**config.mk**
```make
export PLATFORM = sky130hd
export DESIGN_NAME = prescale_counter
export DESIGN_NICKNAME = d
export VERILOG_FILES = /design/src/rtl/stopwatch_pkg.sv /design/src/rtl/prescale_counter.sv
export SDC_FILE = /design/constraint.sdc
export NUM_CORES = 1
export LEC_CHECK = 0
export CAP_MARGIN = 30
export CORE_ASPECT_RATIO = 1.25
export CORE_MARGIN = 2
export CORE_UTILIZATION = 43
export CTS_CLUSTER_SIZE = 30
export DETAILED_ROUTE_END_ITERATION = 10
export PLACE_DENSITY_LB_ADDON = 0.12
export SYNTH_ARGS = -nofsm -noshare
export SYNTH_HDL_FRONTEND = slang
export SYNTH_SLANG_ARGS = --single-unit
export TNS_END_PERCENT = 5
```
**constraint.sdc**
```tcl
create_clock -name CLK -period 2.7 [get_ports CLK]
set_input_delay 0.27 -clock CLK [delete_from_list [all_inputs] [get_ports CLK]]
set_output_delay 0.27 -clock CLK [all_outputs]
set_load 0.1 [all_outputs]
```
**src/rtl/stopwatch_pkg.sv**
```systemverilog
// rtl/stopwatch_pkg.sv - shared constants for the stopwatch prescaler and digit stages
package stopwatch_pkg;

    localparam logic DIR_UP   = 1'b0;
    localparam logic DIR_DOWN = 1'b1;

    // 1 kHz from the 250 MHz board clock
    localparam int unsigned PRESCALE_WIDTH = 18;
    localparam int unsigned PRESCALE_TC    = 249999;

    localparam int unsigned DIGIT_TC = 9;

endpackage

```
**src/rtl/prescale_counter.sv**
```systemverilog
// rtl/prescale_counter.sv - programmable up/down prescale counter with tick, carry and lap capture
module prescale_counter
    import stopwatch_pkg::*;
#(
    parameter int unsigned WIDTH      = PRESCALE_WIDTH,
    parameter int unsigned DEFAULT_TC = PRESCALE_TC
) (
    input  logic             CLK,
    input  logic             rst_n,
    input  logic             en,
    input  logic             clr,
    input  logic             dir,
    input  logic             tc_load,
    input  logic [WIDTH-1:0] tc_in,
    input  logic             lap,
    output logic [WIDTH-1:0] count,
    output logic [WIDTH-1:0] tc,
    output logic             tick,
    output logic             carry,
    output logic [WIDTH-1:0] lap_count,
    output logic             lap_valid
);

    localparam logic [WIDTH-1:0] RESET_TC = WIDTH'(DEFAULT_TC);

    logic             wrap;
    logic [WIDTH-1:0] next_count;
    logic             next_tick;

    // >= rather than == so a terminal count lowered under the running count still wraps
    always_comb begin
        wrap = 1'b0;
        if (en && !clr) begin
            if (dir == DIR_DOWN) begin
                wrap = (count == '0);
            end else begin
                wrap = (count >= tc);
            end
        end
    end

    assign carry = wrap;

    always_comb begin
        next_count = count;
        next_tick  = 1'b0;
        if (clr) begin
            next_count = '0;
        end else if (!en) begin
            next_count = count;
        end else if (wrap) begin
            next_count = (dir == DIR_DOWN) ? tc : '0;
            next_tick  = 1'b1;
        end else if (dir == DIR_DOWN) begin
            next_count = count - 1'b1;
        end else begin
            next_count = count + 1'b1;
        end
    end

    // tc is written after next_count is formed, so a down-wrap on a load edge reloads the old tc
    always_ff @(posedge CLK) begin
        if (!rst_n) begin
            count     <= '0;
            tc        <= RESET_TC;
            tick      <= 1'b0;
            lap_count <= '0;
            lap_valid <= 1'b0;
        end else begin
            count     <= next_count;
            tick      <= next_tick;
            lap_valid <= lap;
            if (tc_load) begin
                tc <= tc_in;
            end
            if (lap) begin
                lap_count <= count;
            end
        end
    end

endmodule

```
==> run summary <==
CTS Buffer Depth: 2
Final HPWL DP: 8.869 mm
fmax: 0.3778 GHz
via count: 3670
layout cell share with drive strength beyond 1: 34.24%
clock power share: 21.2%
CTS Hold Bufs: 0
number of enable flip-flop cells after synthesis: 0
initial core utilization: 44.28%
top_reg_cell synth: dfxtp_1
DRC: 0
arrival time at the worst endpoint: 2380 ps
slew of the pin with the lowest slew margin: 693.4 ps
switching share of power: 40.13%
post-synthesis sequential area ratio: 30.90%
die width: 86.16 um
largest net degree at the start of global routing: 39
Initial DRC Count: 168
Syn Area/Cell: 8.828 um2
crit path launch type: flop
required time worst endpoint: 2430 ps
antenna violations before repair: 1
worst hold path type: input pin to flop
Comb pwr share: 38.9%
vias in the first global route: 3653
Pint: 0.001361 W
first-pass GRT wire length: 18.77 mm
Port Buffers: 81
Fin Hold WS: 509.2 ps
NumNets Final: 608
Yosys warning total: 0
CP max FO: 3
PD cells: 444.9 mW/mm2
H-tree levels: 2
Mapped Cells: 411
DRT antenna net count: 0
CORE AREA: 0.008194 mm2
post-synthesis register bit count: 56
detailed-route wire length per cell: 17.98 um
crit path time final: 2647 ps
Psw: 0.0009122 W
Post-Route WL: 11.62 mm
placed cell area: 0.004922 mm2
part of the power in registers: 39.8%
CP Capture Type: output pin
unrepaired setup endpoints after global routing: yes
clock sink count: 56
Max-Cap Viols: 0
Fin. Hold Viols: 0
Clock Skew: 15.25 ps
Clock Latency Late Sink: 320 ps
GRT Total Usage: 25.90%
post-route clock period utilization: 98.04%
clk root buf: clkbuf_8
Leak Pwr: 2.313 nW
Area Growth Syn to Fin: 40.79%
final setup fails: 0
fin area: 0.005109 mm2
outcome: completed
Distinct cells, synth: 59
fraction of registers with async set/reset: 0%
Vias/cell: 5.681
num ports: 82
FP Rows: 37
antenna cells: 0
gpl congestion: 0.8737
TritonCTS Buffers: 5
Synthesized Nets: 471
Slew HR: 53.77%
CTS tree: yes
Die Span Y: 106.7 um
Crit Path Category: flop to output pin
Final Max Slew Viols: 0
Worst-path clk slew: 110 ps
gr ovfl total: 0
Peak VDD IR: 0.0002689 V
1st-pass router iterations: 4
die area: 0.009194 mm2
Cell Area, Synth: 0.003628 mm2
==> cell usage in the layout, fill, tap and decap left out, drive strengths merged, types with 3 or more instances in the layout <==
| master | instances |
|---|---|
| buf | 123 |
| dfxtp | 56 |
| ha | 34 |
| nor2b | 29 |
| mux2i | 28 |
| inv | 28 |
| clkdlybuf4s50 | 24 |
| a21oi | 23 |
| nand2 | 22 |
| o21ai | 22 |
| nor2 | 21 |
| o211ai | 16 |
| nor3 | 12 |
| a211oi | 8 |
| nand3 | 7 |
| nor4 | 7 |
| nand4 | 6 |
| a31oi | 6 |
| xnor2 | 6 |
| o21a | 6 |
| clkbuf | 6 |
| o21bai | 5 |
| a221oi | 5 |
| and3 | 4 |
| a21o | 4 |
| nand2b | 4 |
| nand3b | 3 |
| a22oi | 3 |
| o2111a | 3 |
| or3 | 3 |
==> cells in the mapped netlist (all sizes together), types with 2 or more instances <==
master | number | area (um2)
o211ai | 16 | 120.1
and4 | 2 | 17.52
nor3 | 12 | 71.32
o21bai | 5 | 37.54
xnor2 | 6 | 52.55
or3 | 3 | 18.77
a211oi | 8 | 65.06
and3 | 4 | 25.02
nand3 | 7 | 35.03
and2 | 2 | 12.51
nand2 | 22 | 82.58
o2111a | 3 | 33.78
ha | 34 | 425.4
o21ai | 22 | 110.1
o311a | 2 | 20.02
a221oi | 5 | 43.79
nor2 | 21 | 78.83
o21a | 6 | 52.55
a31oi | 6 | 37.54
dfxtp | 56 | 1121
a22oi | 3 | 22.52
nand3b | 3 | 22.52
nor4 | 7 | 80.07
nand2b | 4 | 32.53
nand4 | 6 | 37.54
inv | 28 | 105.1
a21o | 4 | 30.03
nor2b | 29 | 181.4
a21oi | 23 | 118.9
buf | 4 | 33.78
clkbuf | 13 | 48.80
mux2i | 28 | 280.3
==> worst paths after layout <==
| kind | startpoint | end | slack (ps) | cells past startpoint |
|---|---|---|---|---|
| worst max-delay path | tc[7]$_SDFFE_PN1P_ | carry | 50 | 9 |
| worst min register to register | tc[0]$_SDFFE_PN1P_ | tc[0]$_SDFFE_PN1P_ | 530 | 2 |
| worst max register to register | count[15]$_SDFFE_PP0P_ | count[12]$_SDFFE_PP0P_ | 140 | 9 |
| worst min-delay path | tc_in[17] | tc[17]$_SDFFE_PN1P_ | 510 | 3 |
==> what timing repair did <==
| item | 4_1_cts | 5_1_grt |
|---|---|---|
| pin swaps | 6 | 5 |
| setup endpoints to repair | 1 | 5 |
| buffers inserted | 9 | 0 |
| gates resized for setup | 4 | 5 |
==> power groups by stage <==
stage | Sequential, W | Clock (W) | Combinational, W
2_1_floorplan | 0.00119 | 0 | 0.000322
3_3_place_gp | 0.000932 | 0 | 0.000842
3_5_place_dp | 0.000933 | 0 | 0.000853
4_1_cts | 0.000905 | 0.000497 | 0.000879
5_1_grt | 0.000911 | 0.000523 | 0.000948
6_report | 0.000905 | 0.000483 | 0.000885
==> critical path, stage by stage (launching register included) <==
cell and delay [ps]:
dfxtp_4 370, inv_4 80, ha_4 200, a21o_1 160, a211oi_2 230, o21ai_1 140
o21a_4 230, nor3_4 300, clkinvlp_4 170, buf_12 180
==> routing by layer <==
metal	vias to the layer above	GRT usage [%]	routed length [um]
met4	0	8.277	298
met3	25	3.926	596
met2	136	45.85	6003
li1	1803	-	-
met5	-	0	0
met1	1706	31.77	4719
==> final cells by class <==
type | instances | area [um2]
clock buffer | 6 | 72.57
clock inverter | 2 | 13.76
fill | 742 | 3085
inverter | 28 | 111.4
multi-input combinational | 310 | 2365
sequential | 56 | 1224
tap | 97 | 121.4
timing repair buffer | 147 | 1201
==> sequential cells by signal, indices dropped and copies added (netlist names) <==
signal     flops
count         18
tc            18
lap_count     18
lap_valid      1
tick           1
==> per-stage QoR <==
step,util [%],worst slack [ps],setup TNS [ps],total power [W],cells
after floorplan,-,8.353,0,0.001512,411
after global placement,60.07,-199.5,-441.4,0.001774,629
after detailed placement,60.07,-219.6,-822.6,0.001786,629
after CTS,62.09,0.02620,0,0.002281,646
after global routing,62.35,-63.23,-63.23,0.002381,646
final,62.35,52.85,0,0.002273,646
==> kinds of logic (layout without fill, tap and decap cells) <==
logic type,Yosys count,after routing,share of synthesized area (%)
buffers and inverters,45,183,5.172
AND/OR/NAND/NOR,124,124,19.72
AO/OA/AOI/OAI,116,116,22.52
multiplexers,28,28,7.724
flip-flops,56,56,30.90
adder cells (fa/ha/maj),35,35,12.28
XOR/XNOR,7,7,1.690
(Power assumes the default switching activity.)
